File: config.mk
export PLATFORM = sky130hd
export DESIGN_NAME = rot_seq_6_bit_flat
export DESIGN_NICKNAME = d
export VERILOG_FILES = /design/src/rtl/rot_seq_6_bit_pkg.sv /design/src/rtl/rot_seq_6_bit_if.sv /design/src/rtl/rot_seq_6_bit_step.sv /design/src/rtl/rot_seq_6_bit.sv /design/src/flat_wrapper.sv
export SDC_FILE = /design/constraint.sdc
export NUM_CORES = 1
export LEC_CHECK = 0
export CAP_MARGIN = 20
export CORE_UTILIZATION = 53
export CTS_BUF_LIST = sky130_fd_sc_hd__clkbuf_8
export DETAILED_ROUTE_END_ITERATION = 7
export PLACE_DENSITY_LB_ADDON = 0.12
export SYNTH_ARGS = -nofsm -noshare
export SYNTH_HDL_FRONTEND = slang
export SYNTH_HIERARCHICAL = 1
export SYNTH_SLANG_ARGS = --single-unit
File: constraint.sdc
create_clock -name clk -period 2.08 [get_ports clk]
set_clock_uncertainty 0.05 [all_clocks]
set_input_delay 0.624 -clock clk [delete_from_list [all_inputs] [get_ports clk]]
set_output_delay 0.624 -clock clk [all_outputs]
set_load 0.02 [all_outputs]
File: src/rtl/rot_seq_6_bit_pkg.sv
// rtl/rot_seq_6_bit_pkg.sv - shared types and constants for the iterative rotate sequencer
package rot_pkg;

    localparam int ROT_WIDTH = 6;

    localparam logic ROT_L = 1'b0;
    localparam logic ROT_R = 1'b1;

    typedef enum logic [1:0] {
        ST_IDLE = 2'd0,
        ST_RUN  = 2'd1,
        ST_DONE = 2'd2
    } rot_state_t;

endpackage

File: src/rtl/rot_seq_6_bit_if.sv
// rtl/rot_seq_6_bit_if.sv - request/result handshake bundle for the rotate sequencer
interface rot_seq_6_bit_if #(
    parameter int WIDTH = rot_pkg::ROT_WIDTH
);
    logic             start_valid;
    logic             start_ready;
    logic             dir;
    logic [WIDTH-1:0] a;
    logic [WIDTH-1:0] b;
    logic             cf_prev;
    logic             flush;
    logic             res_valid;
    logic             res_ready;
    logic [WIDTH-1:0] r;
    logic             cf;
    logic             sf;
    logic             zf;
    logic             busy;

    modport master (
        output start_valid, dir, a, b, cf_prev, flush, res_ready,
        input  start_ready, res_valid, r, cf, sf, zf, busy
    );

    modport slave (
        input  start_valid, dir, a, b, cf_prev, flush, res_ready,
        output start_ready, res_valid, r, cf, sf, zf, busy
    );
endinterface

File: src/rtl/rot_seq_6_bit_step.sv
// rtl/rot_seq_6_bit_step.sv - combinational single-position rotate with bit-out
module rot_step_6_bit
    import rot_pkg::*;
#(
    parameter int WIDTH = ROT_WIDTH
) (
    input  logic [WIDTH-1:0] value,
    input  logic             dir,
    output logic [WIDTH-1:0] rotated,
    output logic             out_bit
);

    always_comb begin
        rotated = value;
        out_bit = 1'b0;
        if (dir == ROT_R) begin
            rotated = {value[0], value[WIDTH-1:1]};
            out_bit = value[0];
        end else begin
            rotated = {value[WIDTH-2:0], value[WIDTH-1]};
            out_bit = value[WIDTH-1];
        end
    end

endmodule

File: src/rtl/rot_seq_6_bit.sv
// rtl/rot_seq_6_bit.sv - multi-cycle rotate sequencer, one bit position per clock
module rot_seq_6_bit
    import rot_pkg::*;
#(
    parameter int WIDTH = ROT_WIDTH,
    parameter int CNT_W = 3
) (
    input logic             clk,
    input logic             rst_n,
    rot_seq_6_bit_if.slave  bus
);

    localparam logic [2*WIDTH-1:0] DIVISOR = (2*WIDTH)'(WIDTH);

    // Shift-and-subtract against WIDTH<<k; keeps the reduction a few comparators deep.
    function automatic logic [CNT_W-1:0] mod_width(input logic [WIDTH-1:0] v);
        logic [2*WIDTH-1:0] rem;
        rem = {{WIDTH{1'b0}}, v};
        for (int k = WIDTH - 1; k >= 0; k--) begin
            if (rem >= (DIVISOR << k)) begin
                rem = rem - (DIVISOR << k);
            end
        end
        return rem[CNT_W-1:0];
    endfunction

    rot_state_t       state_q, state_d;
    logic [WIDTH-1:0] r_q, r_d;
    logic             cf_q, cf_d;
    logic [CNT_W-1:0] count_q, count_d;
    logic             dir_q, dir_d;
    logic [CNT_W-1:0] amount;
    logic [WIDTH-1:0] step_val;
    logic             step_bit;

    assign amount = mod_width(bus.b);

    rot_step_6_bit #(
        .WIDTH(WIDTH)
    ) u_step (
        .value  (r_q),
        .dir    (dir_q),
        .rotated(step_val),
        .out_bit(step_bit)
    );

    always_ff @(posedge clk or negedge rst_n) begin
        if (!rst_n) begin
            state_q <= ST_IDLE;
            r_q     <= '0;
            cf_q    <= 1'b0;
            count_q <= '0;
            dir_q   <= ROT_L;
        end else begin
            state_q <= state_d;
            r_q     <= r_d;
            cf_q    <= cf_d;
            count_q <= count_d;
            dir_q   <= dir_d;
        end
    end

    always_comb begin
        state_d = state_q;
        r_d     = r_q;
        cf_d    = cf_q;
        count_d = count_q;
        dir_d   = dir_q;
        case (state_q)
            ST_IDLE: begin
                // flush outranks a pending request
                if (!bus.flush && bus.start_valid) begin
                    r_d     = bus.a;
                    cf_d    = bus.cf_prev;
                    count_d = amount;
                    dir_d   = bus.dir;
                    state_d = (amount == '0) ? ST_DONE : ST_RUN;
                end
            end
            ST_RUN: begin
                if (bus.flush) begin
                    state_d = ST_IDLE;
                end else begin
                    r_d     = step_val;
                    cf_d    = step_bit;
                    count_d = count_q - CNT_W'(1);
                    if (count_q == CNT_W'(1)) begin
                        state_d = ST_DONE;
                    end
                end
            end
            ST_DONE: begin
                if (bus.flush || bus.res_ready) begin
                    state_d = ST_IDLE;
                end
            end
            default: begin
                state_d = ST_IDLE;
            end
        endcase
    end

    assign bus.start_ready = (state_q == ST_IDLE);
    assign bus.res_valid   = (state_q == ST_DONE);
    assign bus.busy        = (state_q == ST_RUN) || (state_q == ST_DONE);
    assign bus.r           = r_q;
    assign bus.cf          = cf_q;
    assign bus.sf          = r_q[WIDTH-1];
    assign bus.zf          = (r_q == '0);

endmodule
File: src/flat_wrapper.sv
// flat-port wrapper written by rule: the top's interface ports become plain ports
module rot_seq_6_bit_flat import rot_pkg::*;
#(
    parameter int WIDTH = ROT_WIDTH,
    parameter int CNT_W = 3
)
  (clk, rst_n, bus_start_valid, bus_dir, bus_a, bus_b, bus_cf_prev, bus_flush, bus_res_ready, bus_start_ready, bus_res_valid, bus_r, bus_cf, bus_sf, bus_zf, bus_busy);
  rot_seq_6_bit_if #(.WIDTH(WIDTH)) bus_i ();
  input logic clk;
  input logic rst_n;
  input wire logic [$bits(bus_i.start_valid)-1:0] bus_start_valid;
  input wire logic [$bits(bus_i.dir)-1:0] bus_dir;
  input wire logic [$bits(bus_i.a)-1:0] bus_a;
  input wire logic [$bits(bus_i.b)-1:0] bus_b;
  input wire logic [$bits(bus_i.cf_prev)-1:0] bus_cf_prev;
  input wire logic [$bits(bus_i.flush)-1:0] bus_flush;
  input wire logic [$bits(bus_i.res_ready)-1:0] bus_res_ready;
  output wire logic [$bits(bus_i.start_ready)-1:0] bus_start_ready;
  output wire logic [$bits(bus_i.res_valid)-1:0] bus_res_valid;
  output wire logic [$bits(bus_i.r)-1:0] bus_r;
  output wire logic [$bits(bus_i.cf)-1:0] bus_cf;
  output wire logic [$bits(bus_i.sf)-1:0] bus_sf;
  output wire logic [$bits(bus_i.zf)-1:0] bus_zf;
  output wire logic [$bits(bus_i.busy)-1:0] bus_busy;
  assign bus_i.start_valid = bus_start_valid;
  assign bus_i.dir = bus_dir;
  assign bus_i.a = bus_a;
  assign bus_i.b = bus_b;
  assign bus_i.cf_prev = bus_cf_prev;
  assign bus_i.flush = bus_flush;
  assign bus_i.res_ready = bus_res_ready;
  assign bus_start_ready = bus_i.start_ready;
  assign bus_res_valid = bus_i.res_valid;
  assign bus_r = bus_i.r;
  assign bus_cf = bus_i.cf;
  assign bus_sf = bus_i.sf;
  assign bus_zf = bus_i.zf;
  assign bus_busy = bus_i.busy;
  rot_seq_6_bit #(.WIDTH(WIDTH), .CNT_W(CNT_W)) u_core (.clk(clk), .rst_n(rst_n), .bus(bus_i));
endmodule
==> out/results.tsv, run 1 <==
metric	value	unit
Min Hold Slack	0.471	ns
Post-Synthesis Cells	172	
DRT antenna net count	0	
setup ws final	-0.876	ns
Final GP Congestion	0.937	
clock buffer depth	2	
# diodes	0	
Max VDD drop	0.00136	V
Hold Path Class	reg -> reg	
Final setup viols	5	
Startpoint Class	primary input	
post-synthesis sequential area ratio	21.3	%
DRC viols	0	
DP HPWL	3.46	mm
Initial DRC Count	123	
period utilization	142	%
layout cells sized above 1	39.4	%
post-layout min period	2.96	ns
final wirelength	4.91	mm
Synth Warn #	6	
GRT overflow	0	
Hold Violations, Final	0	
final slew viol count	0	
Worst-Skew Late Latency	0.25	ns
Crit. End Element	flop	
hold_buf cts	0	
H-tree depth	1	
first-pass GRT wire length	7.27	mm
Reg clk slew, reported paths	0.06	ns
R2R setup slack	0.18	ns
pre-CTS setup slack	-1.64	ns
DR vias/cell	5.98	
fin nets	271	
RSZ-0062 raised after global routing	true	
synthesized area per cell	8.90	µm²
Pleak	1.03	nW
Layout area overhead	54.3	%
largest net degree at the start of global routing	15	
EDFF count, synth	0	
total power	2.31	mW
Critical Path RT	2.17	ns
maxcap violations	0	
row count	19	
io pins	31	
Yosys cell types	63	
total number of vias	1626	
critical path arrival	3.05	ns
Total Routing Usage GR	29.5	%
die width	55.7	µm
Filler cells	146	
failing checks	negative setup slack	
critical path class	in -> reg	
async set or reset register ratio after synthesis	100	%
number of global-route vias before repair	1628	
CTS tree	built	
Crit Path Max Fanout	5	
main flop type after synthesis	dfrtp_1	
WL per Instance	18.1	µm
Core Area	0.00273	mm²
die area	0.00311	mm²
status	finished with violations	
Pwr per Cell Area	980	mW/mm²
antenna violations before repair	0	
fmax	338	MHz
DRT Pass-1 Iters	4	
Mapped Area	0.00153	mm²
Slew @ Worst Pin	0.632	ns
TritonCTS buffer count	3	
Num Clock Sinks	13	
initial core utilization	56.0	%
FF+latch count, synth	13	
Die H	55.7	µm
Slew headroom	57.7	%
number of port buffers	30	
total negative slack	-3.31	ns
clock root cell	clkbuf_8	
[synth_stat cells, drive strengths merged (2+ instances only)]
library cell	count	area, µm²
o211ai	3	22.5
nand2	13	48.8
ha	10	125
and2b	2	18.8
nor3b	3	27.5
a21oi	3	15.0
mux2	8	116
o22ai	2	26.3
buf	5	46.3
nand4	5	43.8
or2	2	12.5
xnor2	2	25.0
o21a	2	15.0
a31oi	2	12.5
a211oi	2	20.0
o31ai	2	15.0
nor3	6	30.0
clkbuf	3	11.3
nor2b	2	12.5
nand2b	5	31.3
mux2i	8	80.1
dfrtp	13	325
inv	12	45.0
o311ai	2	25.0
nand3b	3	22.5
nor2	7	26.3
nand3	6	35.0
o21ai	18	93.8
[critical path, stage by stage]
cell,delay (ns)
buf_6,0.09
buf_4,0.13
and3b_4,0.29
nor2_1,0.07
inv_2,0.09
ha_4,0.22
nand2b_1,0.14
a32o_2,0.29
nor4b_4,0.32
nand4_2,0.15
o32a_1,0.38
o31ai_2,0.26
[stage by stage]
step	util [%]	cells	area, µm²
global route	86.4	272	2360
floorplan	-	173	1570
detailed placement	78.9	265	2160
global placement	78.9	265	2160
CTS	82.4	270	2250
finish	86.4	272	2360
[logic make-up (layout without fill, tap and decap cells)]
kind of cell	count (synthesis)	count (layout)	synth area share [%]
xor+xnor	3	3	2.70
fa+ha+maj	10	10	8.18
other cells	1	2	0.245
flops	13	13	21.3
buf+inv	20	88	6.70
simple gates	63	63	25.8
mux	16	16	12.8
compound gates	46	46	22.2
[placed cells by master, fill, tap and decap left out, types with 2 or more instances in the layout]
master / instances
a21oi_1: 3
a31oi_1: 2
buf_4: 41
buf_6: 3
clkbuf_8: 3
clkdlybuf4s50_1: 21
conb_1: 2
dfrtp_1: 13
dlygate4sd2_1: 3
dlymetal6s2s_1: 2
ha_1: 5
ha_4: 5
inv_1: 9
inv_2: 4
mux2_4: 7
mux2i_1: 8
nand2_1: 13
nand2b_1: 4
nand3_1: 5
nand3b_1: 3
nand4_1: 3
nor2_1: 7
nor2b_1: 2
nor3_1: 5
nor3b_2: 3
o211ai_1: 3
o21a_1: 2
o21ai_0: 15
o21ai_1: 2
o31ai_2: 2
or2_2: 2
[metal layers]
layer | track usage [%] | share of wire (%) | up-vias
met4 | 7.86 | 1.6 | 0
li1 | - | - | 782
met1 | 36.7 | 42 | 771
met3 | 3.95 | 5.3 | 10
met5 | 0 | 0 | -
met2 | 53.4 | 51 | 63
[what timing repair did]
item,4_1_cts,5_1_grt
resized for setup,29,19
endpoints found under the setup margin,8,6
setup buffers,1,2
pin swaps,8,9
[registers in the layout, summed over array words and instances, names as in the netlist]
| register | flops |
|---|---|
| u_core/state_q | 2 |
| u_core/bus.r | 6 |
| u_core/dir_q | 1 |
| u_core/count_q | 3 |
| u_core/bus.cf | 1 |
[power breakdown]
part	internal, mW	leakage, nW	switching (mW)
clock network	0.131	0.0269	0.0951
registers	0.371	0.160	0.131
logic	0.819	0.847	0.768
total	1.32	1.03	0.994
[final timing paths]
kind	depth (start not counted)	startpoint	to
worst max-delay path	12	bus_b[5]	u_core/state_q[1]$_DFFE_PN0P_
worst min-delay path	2	u_core/bus.cf$_DFFE_PN0P_	u_core/bus.cf$_DFFE_PN0P_
worst max register to register	7	u_core/state_q[1]$_DFFE_PN0P_	u_core/state_q[1]$_DFFE_PN0P_
worst min register to register	2	u_core/bus.cf$_DFFE_PN0P_	u_core/bus.cf$_DFFE_PN0P_
max in group asynchronous	1	rst_n	u_core/count_q[2]$_DFFE_PN0P_
min in group asynchronous	1	rst_n	u_core/bus.cf$_DFFE_PN0P_
[cell type report]
cell class | count | area, µm² | area share (%)
multi-input cells | 140 | 1280 | 54.2
flip-flops and latches | 13 | 325 | 13.8
well taps | 31 | 38.8 | 1.64
repair buffers | 72 | 628 | 26.6
clock inverters | 1 | 3.75 | 0.159
inverters | 12 | 45.0 | 1.91
clock buffers | 3 | 41.3 | 1.75
Note: power is estimated with default switching activity, not from simulation.
==> run 2: changes to the inputs <==
CAP_MARGIN = default   (was 20)
==> results of run 2 <==
No change in the layout: final DEF, timing and power equal those of run 1.
